$ cat src/rtl/uart_receiver.sv
// uart_receiver: 8N1 serial receiver with a 2-flop synchroniser, 3-sample mid-bit majority vote and framing-error detection
// Ports: clk, reset (sync, active-high), RxD (async serial in, idles high),
//        data (last good byte), rx_valid (1-cycle pulse, data already updated),
//        frame_err (1-cycle pulse, stop bit low), busy (frame in progress)
module uart_receiver #(
    parameter int CLKS_PER_BIT = 13021
) (
    input  logic       clk,
    input  logic       reset,
    input  logic       RxD,
    output logic [7:0] data,
    output logic       rx_valid,
    output logic       frame_err,
    output logic       busy
);
    localparam int HALF = CLKS_PER_BIT / 2;
    localparam int CW = $clog2(CLKS_PER_BIT);
    localparam logic [CW-1:0] C_HM1 = CW'(HALF - 1);
    localparam logic [CW-1:0] C_H = CW'(HALF);
    localparam logic [CW-1:0] C_HP1 = CW'(HALF + 1);
    localparam logic [CW-1:0] C_LAST = CW'(CLKS_PER_BIT - 1);

    typedef enum logic [1:0] {IDLE, START, DATA, STOP} state_t;

    state_t state, state_n;
    logic rx_m, rx_s;
    logic [CW-1:0] cnt;
    logic [2:0] bit_idx;
    logic [7:0] shreg;
    logic armed, s0, s1, vote, vote_pt, last;

    assign vote_pt = cnt == C_HP1;
    assign last = cnt == C_LAST;
    assign vote = (s0 & s1) | (s0 & rx_s) | (s1 & rx_s);
    assign busy = state != IDLE;

    always_comb begin
        state_n = state;
        case (state)
            IDLE:  state_n = armed && !rx_s ? START : IDLE;
            START: state_n = vote_pt && vote ? IDLE : last ? DATA : START;
            DATA:  state_n = last && bit_idx == 3'd7 ? STOP : DATA;
            STOP:  state_n = vote_pt ? IDLE : STOP;
            default: state_n = IDLE;
        endcase
    end

    always_ff @(posedge clk) begin
        if (reset) begin
            state <= IDLE;
            rx_m <= 1'b1;
            rx_s <= 1'b1;
            cnt <= '0;
            bit_idx <= '0;
            shreg <= '0;
            armed <= 1'b0;
            s0 <= 1'b0;
            s1 <= 1'b0;
            data <= 8'h00;
            rx_valid <= 1'b0;
            frame_err <= 1'b0;
        end else begin
            rx_m <= RxD;
            rx_s <= rx_m;
            state <= state_n;
            // cleared on every state entry and at each bit boundary; parked at 0 in IDLE
            cnt <= (state_n != state || state == IDLE || last) ? '0 : cnt + 1'b1;
            if (cnt == C_HM1) s0 <= rx_s;
            if (cnt == C_H) s1 <= rx_s;
            // arming only from a seen-high line keeps a held-low break from retriggering
            armed <= state_n == START ? 1'b0 : armed | (state == IDLE && rx_s);
            if (state == DATA && vote_pt) shreg <= {vote, shreg[7:1]};
            bit_idx <= state != DATA ? 3'd0 : last ? bit_idx + 3'd1 : bit_idx;
            rx_valid <= state == STOP && vote_pt && vote;
            frame_err <= state == STOP && vote_pt && !vote;
            if (state == STOP && vote_pt && vote) data <= shreg;
        end
    end
endmodule
$ cat config.mk
export PLATFORM = sky130hd
export DESIGN_NAME = uart_receiver
export DESIGN_NICKNAME = d
export VERILOG_FILES = /design/src/rtl/uart_receiver.sv
export SDC_FILE = /design/constraint.sdc
export NUM_CORES = 1
export LEC_CHECK = 0
export BUFFER_PORTS_ARGS = -buffer_cell sky130_fd_sc_hd__buf_2
export CELL_PAD_IN_SITES_DETAIL_PLACEMENT = 1
export CELL_PAD_IN_SITES_GLOBAL_PLACEMENT = 1
export CORE_MARGIN = 2
export CORE_UTILIZATION = 40
export CTS_BUF_LIST = sky130_fd_sc_hd__clkbuf_2 sky130_fd_sc_hd__clkbuf_4 sky130_fd_sc_hd__clkbuf_8
export DETAILED_ROUTE_END_ITERATION = 6
export PLACE_DENSITY = 0.75
export SETUP_SLACK_MARGIN = 0.1
export SYNTH_ARGS = -nofsm -noshare
export SYNTH_HDL_FRONTEND = slang
export SYNTH_SLANG_ARGS = --single-unit
$ cat constraint.sdc
create_clock -name clk -period 4.3 [get_ports clk]
set_input_delay 0.645 -clock clk [delete_from_list [all_inputs] [get_ports clk]]
set_output_delay 0.645 -clock clk [all_outputs]
set_load 0.01 [all_outputs]
=== After elaboration in Yosys (flattened, before gate mapping) ===
Index checks and enable logic that the tools add are counted.

* Flip-flop bits (word level): 42
* Output and inout bits: 11

* $add $sub $neg: 2
* Equality and inequality tests: 11
* Mux-type cells: 6
* Bitwise operators: 6
* Reductions and logical operators: 17

{| class="wikitable"
|+ Operators with widths
! operator !! number
|-
| == test 14 x 13 -> 1 bit (second input constant) || 3
|-
| adder 14 x 1 -> 14 bit (second input constant) || 1
|-
| == test 14 bit (second input constant) || 1
|-
| logical AND 1 bit || 8
|-
| one-hot mux 2 bit (4 select lines) || 1
|-
| 2-to-1 mux 2 bit || 3
|-
| OR reduction 2 bit || 3
|-
| == test 2 x 1 -> 1 bit (second input constant) || 2
|-
| == test 2 bit (second input constant) || 2
|-
| adder 3 x 1 -> 3 bit (second input constant) || 1
|-
| AND 1 bit || 3
|-
| == test 3 bit (second input constant) || 1
|-
| bitwise OR 1 bit || 3
|-
| zero test 1 bit || 2
|-
| zero test 2 bit || 1
|-
| logical OR 1 bit || 2
|-
| 2-to-1 mux 1 bit || 2
|-
| != test 2 bit || 1
|-
| != test 2 bit (second input constant) || 1
|-
| nonzero test 2 bit || 1
|}

=== Logic depth before layout (Yosys ltp) ===
* Word-level depth: 10
* Mapped depth: 8
* Depth with buffers taken out: 7

=== Least setup slack after synthesis ===
OpenSTA, ideal clock, no wires.

* Path kind: reg2reg
* Start point: register cnt[0]
* End point: register shreg[7]
* Setup time: 0.128 ns
* Data arrival time: 1.751 ns
* Slack: 2.422 ns
* Stages on the path, launching flop included: 8
* Path buffers: 1
* Period minus slack after synthesis: 1.878 ns
* Cells stage by stage: dfxtp_1 ha_1 nand3_1 nor4_4 and2_1 buf_6 mux2i_1 nor2_1

* Word-level cells in the longest chain between the ends: 2

{| class="wikitable"
|+ Ends and longest elaborated chain
! element !! RTL line !! RTL
|-
| start, declared || 27 || <nowiki>logic [CW-1:0] cnt;</nowiki>
|-
| start signal, assigned || 67 || <nowiki>cnt <= (state_n != state || state == IDLE || last) ? '0 : cnt + 1'b1;</nowiki>
|-
| == test 14 x 13 -> 1 bit || 32 || <nowiki>assign vote_pt = cnt == C_HP1;</nowiki>
|-
| logical AND 1 bit || 72 || <nowiki>if (state == DATA && vote_pt) shreg <= {vote, shreg[7:1]};</nowiki>
|-
| end signal, assigned || 72 ||
|-
| end, declared || 29 || <nowiki>logic [7:0] shreg;</nowiki>
|}

Every way passes these cells.
A chain may end at the register's enable or synchronous reset.

=== Worst setup path after layout ===
* Start point: register cnt[0]
* End point: register shreg[5]

The elaborated chain is that of the path after synthesis.

==> results.tsv <==
metric	value	unit
outcome	complete, no violations	
routedWlPerCell	14.88	um
antenna_found_initial	0	
rows	24	
pwr-share-comb	1.6	%
tns	0	ns
final_cell_area	2031	um^2
clkLatencyLatePin	0.30	ns
synth_xor_area_share	6.241	%
yosys-top-cells-count	dfxtp_1, nor2_1, mux2i_1	
synth_edf_count	0	
hold_viol	0	
report.final.slew_viol_count	0	
first_global_vias	1434	
finalSetupViolCount	0	
hold_ws	0.4249	ns
grt_max_degree	30	
rsz0062_at_grt	no	
nets	209	
hold_buffers	0	
internal_power	567.0	uW
ys_ff_latch	42	
via_per_inst	5.186	
overflow	0	
critPathCaptureType	register	
cp_data_arrival_time	2.50	ns
via_count	1312	
cp.required	4.46	ns
path_max_fanout	8	
switching_power	149.7	uW
gp_congestion	0.7608	
fin_crit_sh	54.23	%
synth_warnings	0	
fmax	428.8	MHz
syn_inst	187	
ios	14	
async_flop_share	0	%
dpl.hpwl	2763	um
synth.cell_area	1824	um^2
ctsLongestPathBuffers	2	
relSlewSlack	60.54	%
cts_root_buf	clkbuf_8	
die_w	71.53	um
synth-compound-area-share	3.704	%
h-tree-depth	2	
startpoint_type	register	
drive_gt1_share	14.43	%
drt-total-wl	3764	um
synth_fa_ha_area_share	4.664	%
dr.pass1.iters	4	
clkPwrFrac	43.6	%
post_dp_cell_area	1917	um^2
portBuffers	13	
die_area	5117	um^2
n_antenna_cell	0	
synth_top_family_by_area	simple AND/OR/NAND/NOR gates	
synth.net_count	196	
syn_avg_cell_area	9.755	um^2
drc	0	
period_minus_slack	2.332	ns
maxCapViolations	0	
yosysSeqAreaShare	46.09	%
p_seq_share	54.9	%
core-area	4384	um^2
drtIter0Drc	72	
synthMuxAreaShare	10.97	%
synth_top_area_share	46.09	%
clkSinkCount	42	
cts_inserted_buffers	5	
synth_ff_type	dfxtp_1	
yosysMostFrequentCell	dfxtp_1	
grt_pass1_wl	6775	um
globalRouteTotalUtil	16.92	%
postCtsSetupRepairBufs	0	
leakage	0.0008534	uW
swShare	20.89	%
ant_nets	0	
pwr_density_cell	352.9	nW/um^2
synthTopCellsByArea	dfxtp_1, mux2i_1, nor2_1, ha_1, xnor2_1	
finalClockSkew	0.009769	ns
tightest_slew	0.5918	ns
synth-simple-area-share	24.83	%
cts.repair.resized	0	
ys_types	36	
cts_tree	done	
start_util	41.61	%
min_path_type	register to register	
clkSlewWorstSetupHoldPaths	0.08	ns
nFillCells	514	
die_y	71.53	um
yosysTopAreaCell	dfxtp_1	
peakVddDrop	0.1763	mV
syn2layout_area_growth	11.32	%
crit_type	register to register	
==> sequential cells by signal, indices dropped and copies added (netlist names) <==
register	flops
shreg	8
cnt	14
s0	1
bit_idx	3
armed	1
rx_s	1
rx_valid	1
state	2
s1	1
rx_m	1
frame_err	1
data	8
==> layout by cell type, fill, tap and decap left out, drive strengths merged <==
cell,count
nor3b,1
a21boi,1
or4bb,1
o211ai,1
clkinvlp,2
nand2b,1
xnor2,7
or2,3
nand4,4
a21oi,3
a31oi,1
nor3,7
o21ai,2
nand4bb,2
nand2,6
nor2,37
bufinv,1
a211o,1
or4b,1
maj3,1
nand3,8
mux2i,20
nor4,3
a311oi,1
clkbuf,5
and3,2
buf,13
inv,7
and2,3
nand3b,1
ha,6
dfxtp,42
and3b,1
xor2,6
==> layout make-up <==
| cell class | instances | area (um^2) | share of cell area [%] |
|---|---|---|---|
| Inverter | 7 | 26.28 | 1.294 |
| Clock inverter | 3 | 45.04 | 2.218 |
| Clock buffer | 5 | 68.82 | 3.389 |
| Tap cell | 52 | 65.06 | 3.204 |
| Timing Repair Buffer | 13 | 65.06 | 3.204 |
| Sequential cell | 42 | 840.8 | 41.40 |
| Multi-Input combinational cell | 131 | 919.6 | 45.29 |
==> power groups by stage <==
stage | logic (uW) | registers [uW] | clock network (uW)
6_report | 11.1 | 393 | 312
5_1_grt | 12.9 | 394 | 343
4_1_cts | 11.4 | 393 | 323
3_5_place_dp | 11.4 | 402 | 0
3_3_place_gp | 10.3 | 402 | 0
2_1_floorplan | 9.01 | 401 | 0
==> through the flow <==
stage / std cells / util, % / worst slack, ns / total power (uW)
6_report: 253 / 46.32 / 1.968 / 716.7
5_1_grt: 253 / 46.32 / 1.691 / 749.3
4_1_cts: 253 / 46.32 / 1.940 / 727.3
3_5_place_dp: 245 / 43.72 / 1.966 / 413.7
3_3_place_gp: 245 / 43.72 / 2.099 / 412.3
2_1_floorplan: 187 / - / 2.422 / 410.1
==> layer usage <==
metal / wire length [um] / global-route usage, % / vias to the layer above / share of wire [%]
li1: - / - / 657 / -
met1: 1678 / 19.75 / 633 / 45
met2: 1928 / 29.63 / 15 / 51
met3: 112 / 4.501 / 7 / 3.0
met4: 44 / 6.289 / 0 / 1.2
met5: 0 / 0 / - / 0
==> worst max-delay path, stage by stage (launching register included) <==
cell and delay, ns:
dfxtp_1 0.43, ha_1 0.25, nand3_1 0.19, nor4_4 0.53
and2_1 0.49, mux2i_1 0.25, nor2_1 0.05
==> logic make-up (layout without fill, tap and decap cells) <==
family,Yosys count,after routing
buffers and inverters,14,28
and+or+nand+nor,81,81
DFF,42,42
xor gates and xnor gates,13,13
AOI/OAI and AO/OA,10,10
adders and majority gates,7,7
muxes,20,20
==> worst paths after layout <==
path | start | to | cells after the start | slack (ns)
setup / recovery | cnt[0] | shreg[5] | 6 | 1.97
setup reg to reg | cnt[0] | shreg[5] | 6 | 1.97
hold / removal | rx_m | rx_s | 1 | 0.42
hold reg to reg | rx_m | rx_s | 1 | 0.42
Note: power is estimated with default switching activity, not from simulation.
